## config.mk

```make
export PLATFORM = sky130hd
export DESIGN_NAME = alu_arbiter
export DESIGN_NICKNAME = d
export VERILOG_FILES = /design/src/rtl/alu_arbiter.sv
export SDC_FILE = /design/constraint.sdc
export NUM_CORES = 1
export LEC_CHECK = 0
export BUFFER_PORTS_ARGS = -buffer_cell sky130_fd_sc_hd__buf_2
export CORE_UTILIZATION = 60
export DETAILED_ROUTE_END_ITERATION = 10
export GPL_TIMING_DRIVEN = 1
export PLACE_DENSITY = 0.85
export RECOVER_POWER = 25
export SYNTH_ARGS = -nofsm -noshare
export SYNTH_HDL_FRONTEND = slang
export SYNTH_SLANG_ARGS = --single-unit
```

## constraint.sdc

```tcl
create_clock -name clk -period 8.2 [get_ports clk]
set_input_delay 1.23 -clock clk [delete_from_list [all_inputs] [get_ports clk]]
set_output_delay 1.23 -clock clk [all_outputs]
set_load 0.02 [all_outputs]
```

## src/rtl/alu_arbiter.sv

```systemverilog
// Round-robin arbiter that time-shares one ALU_64_bit between two requesters,
// with a valid/ready request side and a registered, back-pressurable response.

module ALU_64_bit #(
    parameter int WIDTH = 64
) (
    input  logic [WIDTH-1:0] i_a,
    input  logic [WIDTH-1:0] i_b,
    input  logic [3:0]       i_aluOp,
    output logic [WIDTH-1:0] o_result,
    output logic             o_zero
);

    // Unlisted op codes produce zero; the arbiter masks them out anyway.
    always_comb begin
        o_result = '0;
        unique case (i_aluOp)
            4'b0000: o_result = i_a & i_b;
            4'b0001: o_result = i_a | i_b;
            4'b0010: o_result = i_a + i_b;
            4'b0110: o_result = i_a - i_b;
            4'b1100: o_result = ~(i_a | i_b);
            default: o_result = '0;
        endcase
    end

    assign o_zero = (o_result == '0);

endmodule

module alu_arbiter #(
    parameter int WIDTH = 64
) (
    input  logic             clk,
    input  logic             rst_n,
    input  logic             req0_valid,
    output logic             req0_ready,
    input  logic [WIDTH-1:0] req0_a,
    input  logic [WIDTH-1:0] req0_b,
    input  logic [3:0]       req0_op,
    input  logic             req1_valid,
    output logic             req1_ready,
    input  logic [WIDTH-1:0] req1_a,
    input  logic [WIDTH-1:0] req1_b,
    input  logic [3:0]       req1_op,
    output logic             resp_valid,
    input  logic             resp_ready,
    output logic             resp_id,
    output logic [WIDTH-1:0] resp_result,
    output logic             resp_zero,
    output logic             resp_err,
    output logic             busy
);

    typedef enum logic [1:0] {
        IDLE,
        EXEC,
        RESP
    } state_t;

    state_t             r_state;
    logic               r_lastGrant;
    logic [WIDTH-1:0]   r_a;
    logic [WIDTH-1:0]   r_b;
    logic [3:0]         r_op;
    logic               r_id;

    logic               w_grant;
    logic               w_idle;
    logic               w_handshake;
    logic               w_opSupported;
    logic [WIDTH-1:0]   w_aluResult;
    logic               w_aluZero;

    // Contention goes to whoever was not served last; a lone requester always wins.
    always_comb begin
        w_grant = 1'b0;
        if (req0_valid && req1_valid) begin
            w_grant = ~r_lastGrant;
        end else if (req1_valid) begin
            w_grant = 1'b1;
        end
    end

    // Ready is gated by rst_n so nothing can be accepted while reset is held.
    assign w_idle      = rst_n && (r_state == IDLE);
    assign req0_ready  = w_idle && !w_grant && req0_valid;
    assign req1_ready  = w_idle &&  w_grant && req1_valid;
    assign w_handshake = req0_ready || req1_ready;
    assign busy        = (r_state != IDLE);

    always_comb begin
        unique case (r_op)
            4'b0000, 4'b0001, 4'b0010, 4'b0110, 4'b1100: w_opSupported = 1'b1;
            default:                                     w_opSupported = 1'b0;
        endcase
    end

    // The ALU only ever sees latched operands, so requesters may change inputs freely.
    ALU_64_bit #(
        .WIDTH(WIDTH)
    ) u_alu (
        .i_a      (r_a),
        .i_b      (r_b),
        .i_aluOp  (r_op),
        .o_result (w_aluResult),
        .o_zero   (w_aluZero)
    );

    always_ff @(posedge clk or negedge rst_n) begin
        if (!rst_n) begin
            r_state     <= IDLE;
            r_lastGrant <= 1'b1;
            r_a         <= '0;
            r_b         <= '0;
            r_op        <= '0;
            r_id        <= 1'b0;
            resp_valid  <= 1'b0;
            resp_id     <= 1'b0;
            resp_result <= '0;
            resp_zero   <= 1'b0;
            resp_err    <= 1'b0;
        end else begin
            unique case (r_state)
                IDLE: begin
                    if (w_handshake) begin
                        r_a         <= w_grant ? req1_a  : req0_a;
                        r_b         <= w_grant ? req1_b  : req0_b;
                        r_op        <= w_grant ? req1_op : req0_op;
                        r_id        <= w_grant;
                        r_lastGrant <= w_grant;
                        r_state     <= EXEC;
                    end
                end
                EXEC: begin
                    resp_valid  <= 1'b1;
                    resp_id     <= r_id;
                    resp_result <= w_opSupported ? w_aluResult : '0;
                    resp_zero   <= w_opSupported ? w_aluZero   : 1'b0;
                    resp_err    <= ~w_opSupported;
                    r_state     <= RESP;
                end
                RESP: begin
                    if (resp_ready) begin
                        resp_valid <= 1'b0;
                        r_state    <= IDLE;
                    end
                end
                default: begin
                    r_state <= IDLE;
                end
            endcase
        end
    end

endmodule

```

==> results of run 1 <==
==> layout make-up <==
class                      instances  area [um2]
inverter                          25       93.84
multi-input combinational       1662       10760
fill                            2108        7970
tap                              341       426.7
clock buffer                      31       655.6
timing repair buffer             359        1849
clock inverter                     7       85.08
sequential                       204        5107
==> power groups by stage <==
| stage | logic [W] | registers, W | clock network [W] |
|---|---|---|---|
| 3_3_place_gp | 0.00553 | 0.00202 | 0 |
| 5_1_grt | 0.00625 | 0.00211 | 0.00108 |
| 6_report | 0.00577 | 0.00206 | 0.00103 |
| 3_5_place_dp | 0.00559 | 0.00204 | 0 |
| 4_1_cts | 0.00564 | 0.00203 | 0.00104 |
| 2_1_floorplan | 0.00401 | 0.00197 | 0 |
==> worst max-delay path by stage <==
stage,start,end,cells after the start
2_1_floorplan,r_op[1],resp_zero,22
3_3_place_gp,r_b[5],resp_zero,21
3_5_place_dp,r_b[5],resp_zero,22
4_1_cts,r_b[5],resp_zero,22
5_1_grt,rst_n,req0_ready,6
6_report,r_b[5],resp_zero,22
==> layer usage <==
| metal | wire length [um] | GRT usage [%] | share of wire [%] | up-vias |
|---|---|---|---|---|
| met5 | 0 | 0 | 0 | - |
| met3 | 4730 | 5.148 | 8.3 | 144 |
| met2 | 26580 | 66.29 | 47 | 926 |
| li1 | - | - | - | 7919 |
| met1 | 23750 | 53.17 | 42 | 8249 |
| met4 | 1960 | 13.92 | 3.4 | 0 |
==> cell families after synthesis <==
family | Yosys count | share of synthesized area (%)
and+or+nand+nor | 684 | 19.55
AOI/OAI and AO/OA | 602 | 22.15
DFF | 204 | 30.94
buffers and inverters | 172 | 4.079
muxes | 155 | 9.469
adders and majority gates | 129 | 8.885
xor gates and xnor gates | 92 | 4.928
==> registers in the layout, indices dropped and copies added (netlist names) <==
name and cells:
resp_valid 1, r_state 2, r_op 4, resp_result 64, r_lastGrant 1, r_a 64, r_b 64, resp_err 1
r_id 1, resp_id 1, resp_zero 1
==> worst min-delay path: stages (launching register included) <==
cell	delay, ps
dfrtp_1	340
nand2_1	50
nand2_1	50
==> placed cells by master, fill, tap and decap left out, drive strengths merged, types with 18 or more instances in the layout <==
cell,instances
nand4,31
o31ai,34
nand2,181
nor4,19
nor2,242
a31oi,27
xnor2,51
nand2b,19
o21ai,113
inv,25
clkbuf,35
mux2i,146
nor3,73
ha,66
nand3,30
a21oi,272
maj3,62
a21o,21
xor2,41
a221oi,18
or3,19
buf,355
dfrtp,203
==> per-stage QoR <==
| step | util (%) | worst slack, ps | hold slack [ps] | total power (W) |
|---|---|---|---|---|
| after global routing | 70.43 | 1475 | 492.6 | 0.009427 |
| after detailed placement | 67.78 | 1985 | 461.2 | 0.007632 |
| after CTS | 70.52 | 1959 | 473.5 | 0.008711 |
| final | 70.43 | 1840 | 472.1 | 0.008861 |
| after floorplan | - | 2980 | 439.5 | 0.005978 |
| after global placement | 67.78 | 2255 | 454.8 | 0.007554 |
==> implementation parameters, run 1 <==
Parameter                              Value

Clock tree
  Setup Fix Bufs, Post-CTS    0
  Number of resized instances in the post-cts repair step    0
  Clock slew at reported path FFs    60 ps
  TritonCTS sink count    204
  Clock buffer depth    3
  Max H-tree Level    1
  Clk root buf    clkbuf_16
  Latest clock arrival within the worst-skew pair    520 ps
  CTS tree    built
  Num CTS Buffers    23
  Number of buffers inserted for hold repair after clock tree synthesis    0

Floorplan
  Std cell rows    60
  Initial core utilization    61.24%
  Core region area    around 27000 um2
  I/O pin cnt    340
  Die footprint    roughly 28000 um2
  Die width    167.9 um
  Die Y-Extent    167.9 um

STA
  Measured slew at the worst slew-check pin    3846 ps
  Relative slew margins    -156.4%
  Setup repair after global routing missed its margin    false
  Final setup vio count    0
  Max-slew violation count    286
  Final min period    between 6000 and 7000 ps
  Period Utilization, post-route    77.57%
  Post-Route Setup TNS    0 ps
  Final hold violation count    0
  Max Clock Freq    approximately 160 MHz
  Worst clock skew    10.59 ps

Pwr
  Worst voltage drop across the vdd grid    between 0.2 and 0.3 mV
  Sequential power share    23.3%
  Pwr per Cell Area    466.9 nW/um2
  Switching Share    52.89%
  Leakage power    approximately 8 nW
  Net load switching power    0.004687 W
  Combinational share of power    about two thirds
  P_int    around 0.0042 W
  Clock power frac    11.6%

Placed design
  Placed instance count    2591
  Detail Placement HPWL    between 40 and 50 mm
  Final weighted congestion in routability-driven placement    slightly above 1
  Quantity of I/O buffers inserted on ports    339
  Dpl cell area    18270 um2

Global route
  Number of antenna violations at the first check in global routing    0
  Wire length of the first global-routing pass    88.58 mm
  GRT Residual Overflow    0
  Via count of the first global-routing pass    16130
  Total routing usage reported by global routing    about 40%
  Pin count of the biggest net entering global routing    244

Detailed routing
  Count of antenna-violating nets left after detailed routing    0
  DR DRC count    0
  DR pass1 iterations    6
  Vias    17240
  Initial DRC Count    1795
  Average detailed-routed wire length per instance    around 22 um
  Via density per instance    6.557
  Total wirelength of the detailed-routed design    57.02 mm

Synthesis
  Area fraction of the dominant cell type after synthesis    about 30%
  Number of synthesized flops with an enable pin    0
  Part of the Yosys area used for sequential elements    30.94%
  Most frequently used cell type in the post-synthesis netlist    a21oi_1
  Number of instances in the synthesized netlist    slightly above 2000
  Synthesized flop and latch total    204
  Largest cells by area after synthesis    dfrtp_1 31%, mux2i_1 8.9%, a21oi_1 8.2%
  Avg Inst Size Synth    8.098 um2
  Synthesized Nets    2374
  Most common flop cell mapped by yosys    dfrtp_1
  Synth top cells by count    271 x a21oi_1, 241 x nor2_1, 203 x dfrtp_1
  Netlist area before placement    16500 um2
  Cell type with the highest aggregate area in the netlist    dfrtp_1
  Count of synthesis-stage warnings from yosys    0
  Share of synthesized flip-flops with an asynchronous set or reset    100.0%
  Cell variety after synth    84

Critical path
  Cell mode on critical path    nand2_1
  Ordered list of cells on the worst path    or3_4, or3_1, or3_4, nor2_2, nand2_1, nor3_2, nand2_1, o31ai_4, nand2_1, xnor2_1, ha_1, nand2_1, nor2_1, a41oi_1, o2111ai_1, nor4_1, nor4_1, o211ai_1, nor4_1, and4b_1, nand4_1, o21ai_1
  Critical path class    reg2reg
  Number of buffers and inverters on the critical path    0
  Worst reg-to-reg path cell count    22
  CP Capture Type    flip-flop
  Delay contributed by the slowest stage of the critical path    490 ps
  Worst endpoint data arrival time    6800 ps
  Source of the worst register-to-register timing path    r_b[5]
  Kind of cell adding the most delay to the critical path    simple AND/OR/NAND/NOR gates
  Startpoint type of the worst setup path    flip-flop
  Max Fanout on Critical Path    8
  FF-to-FF setup slack    1840 ps
  Slowest stage cell, crit path    nor4_1
  Data required time of the critical path    8640 ps
  Worst r2r dst    resp_zero

Hold path
  Hold depth    2
  Hold crit path type    reg2reg
  Hold_sp    resp_result[47]
  Hold worst-path end    resp_result[47]

Layout
  Antenna cells    0
  Final-stage net count    2611
  Area growth from synthesis to layout    15.00%
  Non-filler cells in the finished layout    2629
  Final standard cell area without fillers    about 19000 um2
  Share of final-layout standard cells stronger than drive strength 1    19.06%

Status
  Violations in the final reports    capacitance limit, slew limit
  Run status    complete, but fails checks

Flow run
  Max-cap violations    4
Note: power is estimated with default switching activity, not from simulation.
==> run 2, diff against run 1 <==
- CORE_UTILIZATION: 60 -> 57
- PLACE_DENSITY: 0.85 -> 0.82
- clock period: 8.2 -> 6.2 ns (I/O delays scaled with it)
==> run 2 against run 1 <==
The run still ends with capacitance limit, slew limit left; final cell count grew 2.1%; core utilization shrank 2.0 points; critical path depth did not move; worst setup slack got worse by 1500 ps; register-to-register slack worse by 1500 ps; count of clock-buffer cells in the layout is 1 lower; global-route usage decreased by 0.88 points; wire length up 2.0%; fmax grew 8.0%; largest cell class unchanged; critical endpoint unchanged; sequential power is 33% higher.
==> implementation parameters, run 2 (same netlist as run 1, synthesis figures left out) <==
Parameter                              Value

Layout
  Final standard cell utilization of the core    68.42%
  Area growth from synthesis to layout    16.75%
  Final-stage net count    2627
  Leading registers by flop count    r_a x64, r_b x64, resp_result x64
  Highest-count cells in the layout ignoring fill and taps    338 x buf_2, 270 x a21oi_1, 240 x nor2_1
  Final standard cell area without fillers    19270 um2
  Number of inserted filler cells in the final layout    2321
  Share of final-layout standard cells stronger than drive strength 1    about a fifth
  Most common cell after layout, fill and taps aside    buf_2
  Antenna cells    0

Detailed routing
  Average detailed-routed wire length per instance    about 22 um
  Vias    17130
  DR pass1 iterations    5
  DR DRC count    0
  Count of antenna-violating nets left after detailed routing    0
  Via density per instance    6.382
  Total wirelength of the detailed-routed design    58.18 mm
  Initial DRC Count    1626

Global route
  Wire length of the first global-routing pass    88.85 mm
  Total routing usage reported by global routing    38.86%
  Via count of the first global-routing pass    16390
  GRT Residual Overflow    0
  Number of antenna violations at the first check in global routing    1
  Pin count of the biggest net entering global routing    144

STA
  Final hold violation count    0
  Relative slew margins    -132.7%
  Max-slew violation count    roughly 150
  Worst clock skew    13.52 ps
  Final min period    5891 ps
  Final setup vio count    0
  Measured slew at the worst slew-check pin    3491 ps
  Period Utilization, post-route    between 90% and 100%
  Max Clock Freq    169.7 MHz

Pwr
  Pwr per Cell Area    619.5 nW/um2
  Leakage power    8.339 nW
  Overall power after layout    0.01194 W
  Worst voltage drop across the vdd grid    0.3684 mV

Critical path
  Startpoint type of the worst setup path    flip-flop
  Ordered list of cells on the worst path    or3_4, or3_1, or3_4, nor2_2, nand2_1, nor3_4, nand2_2, o31ai_4, o21ai_0, xnor2_1, ha_1, buf_4, and3_1, a41oi_1, o21ai_0, mux2i_1, nor4_2, o211ai_1, nor4_2, and4b_1, nand4_1, o21ai_1
  Data required time of the critical path    6650 ps
  CP Capture Type    flip-flop
  Number of buffers and inverters on the critical path    1
  Critical path class    reg2reg
  Slowest stage cell, crit path    or3_1
  Delay contributed by the slowest stage of the critical path    480 ps
  Kind of cell adding the most delay to the critical path    simple AND/OR/NAND/NOR gates
  Max Fanout on Critical Path    6
  Worst endpoint data arrival time    6340 ps

Clock tree
  Num CTS Buffers    23
  Number of buffers inserted for hold repair after clock tree synthesis    0
  Setup Fix Bufs, Post-CTS    0
  Clk root buf    clkbuf_16
  Number of resized instances in the post-cts repair step    0
  Clock buffer depth    3
  Clock slew at reported path FFs    60 ps
  CTS tree    built
  TritonCTS sink count    204
  Latest clock arrival within the worst-skew pair    530 ps
  Max H-tree Level    1

Status
  Violations in the final reports    capacitance limit, slew limit
  Run status    complete, but fails checks

Floorplan
  Die footprint    29640 um2
  Std cell rows    61
  Core region area    28160 um2
  Die width    roughly 170 um
  Initial core utilization    58.60%
  I/O pin cnt    340
  Die Y-Extent    172.2 um

Flow run
  Max-cap violations    3

Placed design
  Quantity of I/O buffers inserted on ports    339
  Detail Placement HPWL    44.52 mm
  Dpl cell area    18430 um2
  Final weighted congestion in routability-driven placement    1.003

Hold path
  Hold crit path type    in2async
[run 2: report_power, final]
part / leakage [nW] / internal [W] / total, W / switching, W
clock network: 0.372 / 0.000810 / 0.00138 / 0.000566
registers: 2.38 / 0.00190 / 0.00273 / 0.000823
logic: 5.58 / 0.00289 / 0.00784 / 0.00494
total: 8.34 / 0.00560 / 0.0119 / 0.00633
[run 2: path summary, 6_finish.rpt]
| check | startpoint | end | slack (ps) | cells past startpoint |
|---|---|---|---|---|
| max in group asynchronous | rst_n | r_a[23] | 1750 | 3 |
| hold / removal | rst_n | r_b[57] | 420 | 1 |
| setup / recovery | r_b[5] | resp_zero | 310 | 22 |
| min in group clk | resp_id | resp_id | 480 | 2 |
| hold reg to reg | resp_id | resp_id | 480 | 2 |
| setup reg to reg | r_b[5] | resp_zero | 310 | 22 |
[run 2: per-stage QoR]
step                TNS (ps)  std cells  hold WS, ps  worst slack, ps
finish                     0       2684        415.1            308.8
global route          -37.00       2684        464.9           -37.00
CTS                        0       2684        423.5            45.64
detailed placement         0       2644        465.3            125.3
global placement           0       2644        448.8            177.2
floorplan                  0       2038        439.5            979.5
[run 2: layout make-up]
type	count	area, um2	area share, %
clock inverters	10	110.1	0.5714
clock buffers	30	641.9	3.331
multi-input cells	1662	10860	56.37
well taps	378	473.0	2.455
inverters	25	93.84	0.4870
flip-flops and latches	204	5107	26.51
repair buffers	375	1981	10.28
[run 2: layer usage]
metal  GRT usage, %  wire length, um  vias up
li1               -                -     7950
met2          63.17            26690      802
met5              0                0        -
met3          7.279             4505      148
met4          16.31             2521        0
met1          50.60            24470     8230
==> run 3, diff against run 2 <==
- CELL_PAD_IN_SITES_DETAIL_PLACEMENT: not set -> 0
- CELL_PAD_IN_SITES_GLOBAL_PLACEMENT: not set -> 1
- CORE_UTILIZATION: 57 -> 42
==> run 3 against run 2 <==
Final cell count up 5.5%; flip-flop and latch count unchanged; combinational power about the same; sequential power about the same; final area up 1.2%; register-to-register slack about the same; fmax down 0.13%; worst hold slack better by 30 ps; the run still ends with capacitance limit, slew limit left; die area up 35%; sequential share of layout area down 0.32 points.
==> implementation parameters, run 3 (same netlist as run 1, synthesis figures left out) <==
Parameter                              Value

Status
  Run status    complete, but fails checks
  Violations in the final reports    capacitance limit, slew limit

Pwr
  Leakage power    8.376 nW
  Sequential power share    22.9%
  Overall power after layout    0.01197 W
  Combinational share of power    approximately two thirds
  Net load switching power    0.006315 W
  Worst voltage drop across the vdd grid    ~0.25 mV
  P_int    0.005659 W
  Pwr per Cell Area    613.9 nW/um2
  Switching Share    between 50% and 60%
  Clock power frac    between 10% and 20%

Detailed routing
  DR pass1 iterations    5
  Count of antenna-violating nets left after detailed routing    0
  DR DRC count    0
  Total wirelength of the detailed-routed design    58.85 mm
  Initial DRC Count    1296
  Vias    16560
  Via density per instance    5.851
  Average detailed-routed wire length per instance    20.79 um

Flow run
  Max-cap violations    1

Clock tree
  Num CTS Buffers    24
  CTS tree    built
  Latest clock arrival within the worst-skew pair    ~530 ps
  Clock buffer depth    3
  Clk root buf    clkbuf_16
  Max H-tree Level    1
  Setup Fix Bufs, Post-CTS    0
  TritonCTS sink count    204
  Clock slew at reported path FFs    60 ps

STA
  Final hold violation count    0
  Final min period    5899 ps
  Final setup vio count    0
  Max-slew violation count    48
  Setup repair after global routing missed its margin    false
  Relative slew margins    -66.80%
  Period Utilization, post-route    95.14%
  Max Clock Freq    169.5 MHz
  Measured slew at the worst slew-check pin    approximately 2500 ps
  Worst clock skew    19.33 ps

Critical path
  Startpoint type of the worst setup path    flip-flop
  Data required time of the critical path    6650 ps
  CP Capture Type    flip-flop
  Critical path origin    r_b[4]
  Source of the worst register-to-register timing path    r_b[4]
  Worst reg-to-reg path cell count    20
  Slowest stage cell, crit path    or4b_4
  Delay contributed by the slowest stage of the critical path    570 ps
  Critical path class    reg2reg
  Ordered list of cells on the worst path    or3_4, and4bb_2, nand2_2, or4b_4, or2_4, nor4_2, nor2_1, xnor2_1, ha_1, nand4_1, nor2_1, nand2_1, a311o_1, and3_1, mux2i_2, nand3_1, nor4b_1, and4_1, nand4_1, o21ai_1
  Worst r2r dst    resp_zero
  Worst endpoint data arrival time    6350 ps
  Max Fanout on Critical Path    8
  FF-to-FF setup slack    300 ps

Floorplan
  Core region area    38740 um2
  Initial core utilization    42.61%
  Std cell rows    72
  Die width    around 200 um
  Die footprint    40090 um2
  I/O pin cnt    340
  Die Y-Extent    200.2 um

Layout
  Leading registers by flop count    r_a x64, r_b x64, resp_result x64
  Highest-count cells in the layout ignoring fill and taps    338 x buf_2, 270 x a21oi_1, 240 x nor2_1
  Final-stage net count    ~2600
  Area growth from synthesis to layout    18.18%
  Share of final-layout standard cells stronger than drive strength 1    between 20% and 30%
  Final standard cell utilization of the core    slightly above 50%
  Most common cell after layout, fill and taps aside    buf_2

Global route
  Wire length of the first global-routing pass    between 90 and 100 mm
  Pin count of the biggest net entering global routing    135
  GRT Residual Overflow    0
  Via count of the first global-routing pass    about 16000
  Number of antenna violations at the first check in global routing    2
  Total routing usage reported by global routing    28.85%

Hold path
  Hold crit path type    in2async

Placed design
  Quantity of I/O buffers inserted on ports    339
  Detail Placement HPWL    46.38 mm
  Final weighted congestion in routability-driven placement    1.006
run 3: cell types whose count changed in the layout (fill, tap and decap cells not counted), moves of 2 or more:
cell	before	now
clkbuf_8	5	7
nor3_2	5	3
nor4_2	6	3
clkinv_2	5	2
ha_2	2	0
nor4_1	13	16
ha_1	64	66
nor3_1	65	67
clkbuf_1	5	7
clkbuf_16	23	25
buf_4	33	37
run 3: repair_timing:
item | 4_1_cts | 5_1_grt
hold buffers | 0 | 0
setup endpoints to repair | 1 | 2
gates resized for setup | 1 | 13
run 3: layout make-up:
cell class	instances	area, um2
Fill cell	3811	19230
Multi-Input combinational cell	1662	10840
Sequential cell	204	5107
Timing Repair Buffer	379	2027
Clock buffer	37	730.7
Tap cell	518	648.1
Inverter	25	93.84
Clock inverter	5	55.05
Antenna cell	1	2.502
run 3: worst max-delay path by stage:
stage                      to  depth (start not counted)
floorplan           resp_zero                         22
global placement    resp_zero                         20
detailed placement  resp_zero                         20
CTS                 resp_zero                         19
global route        resp_zero                         22
finish              resp_zero                         20
run 3: per-layer routing:
layer,track usage [%],wire (um),vias to the layer above
met5,0,0,-
met3,3.677,3836,60
met2,43.12,25100,568
met4,5.934,942,0
met1,44.08,28970,7967
li1,-,-,7969
run 3: power groups by stage:
stage / sequential [W] / combinational [W] / clock, W
floorplan: 0.00260 / 0.00530 / 0
global placement: 0.00272 / 0.00762 / 0
detailed placement: 0.00274 / 0.00762 / 0
CTS: 0.00272 / 0.00767 / 0.00142
global route: 0.00283 / 0.00855 / 0.00147
finish: 0.00274 / 0.00784 / 0.00139
run 3: metrics by stage:
stage | instances | hold WS [ps] | TNS (ps) | worst slack [ps] | area, um2
detailed placement | 2788 | 451.6 | -203.9 | -203.9 | 18650
CTS | 2830 | 463.7 | 0 | 71.69 | 19440
finish | 2831 | 444.8 | 0 | 301.2 | 19510
global route | 2830 | 487.0 | 0 | 3.912 | 19500
floorplan | 2038 | 439.5 | 0 | 979.5 | 16500
global placement | 2788 | 451.6 | -145.3 | -145.3 | 18650
run 3: critical path, delay by kind of cell, from the launching register on:
family | cells | cell delay [ps]
and+or+nand+nor | 15 | 3960
AOI/OAI and AO/OA | 2 | 560
DFF | 1 | 440
muxes | 1 | 280
xor gates and xnor gates | 1 | 140
adders and majority gates | 1 | 430
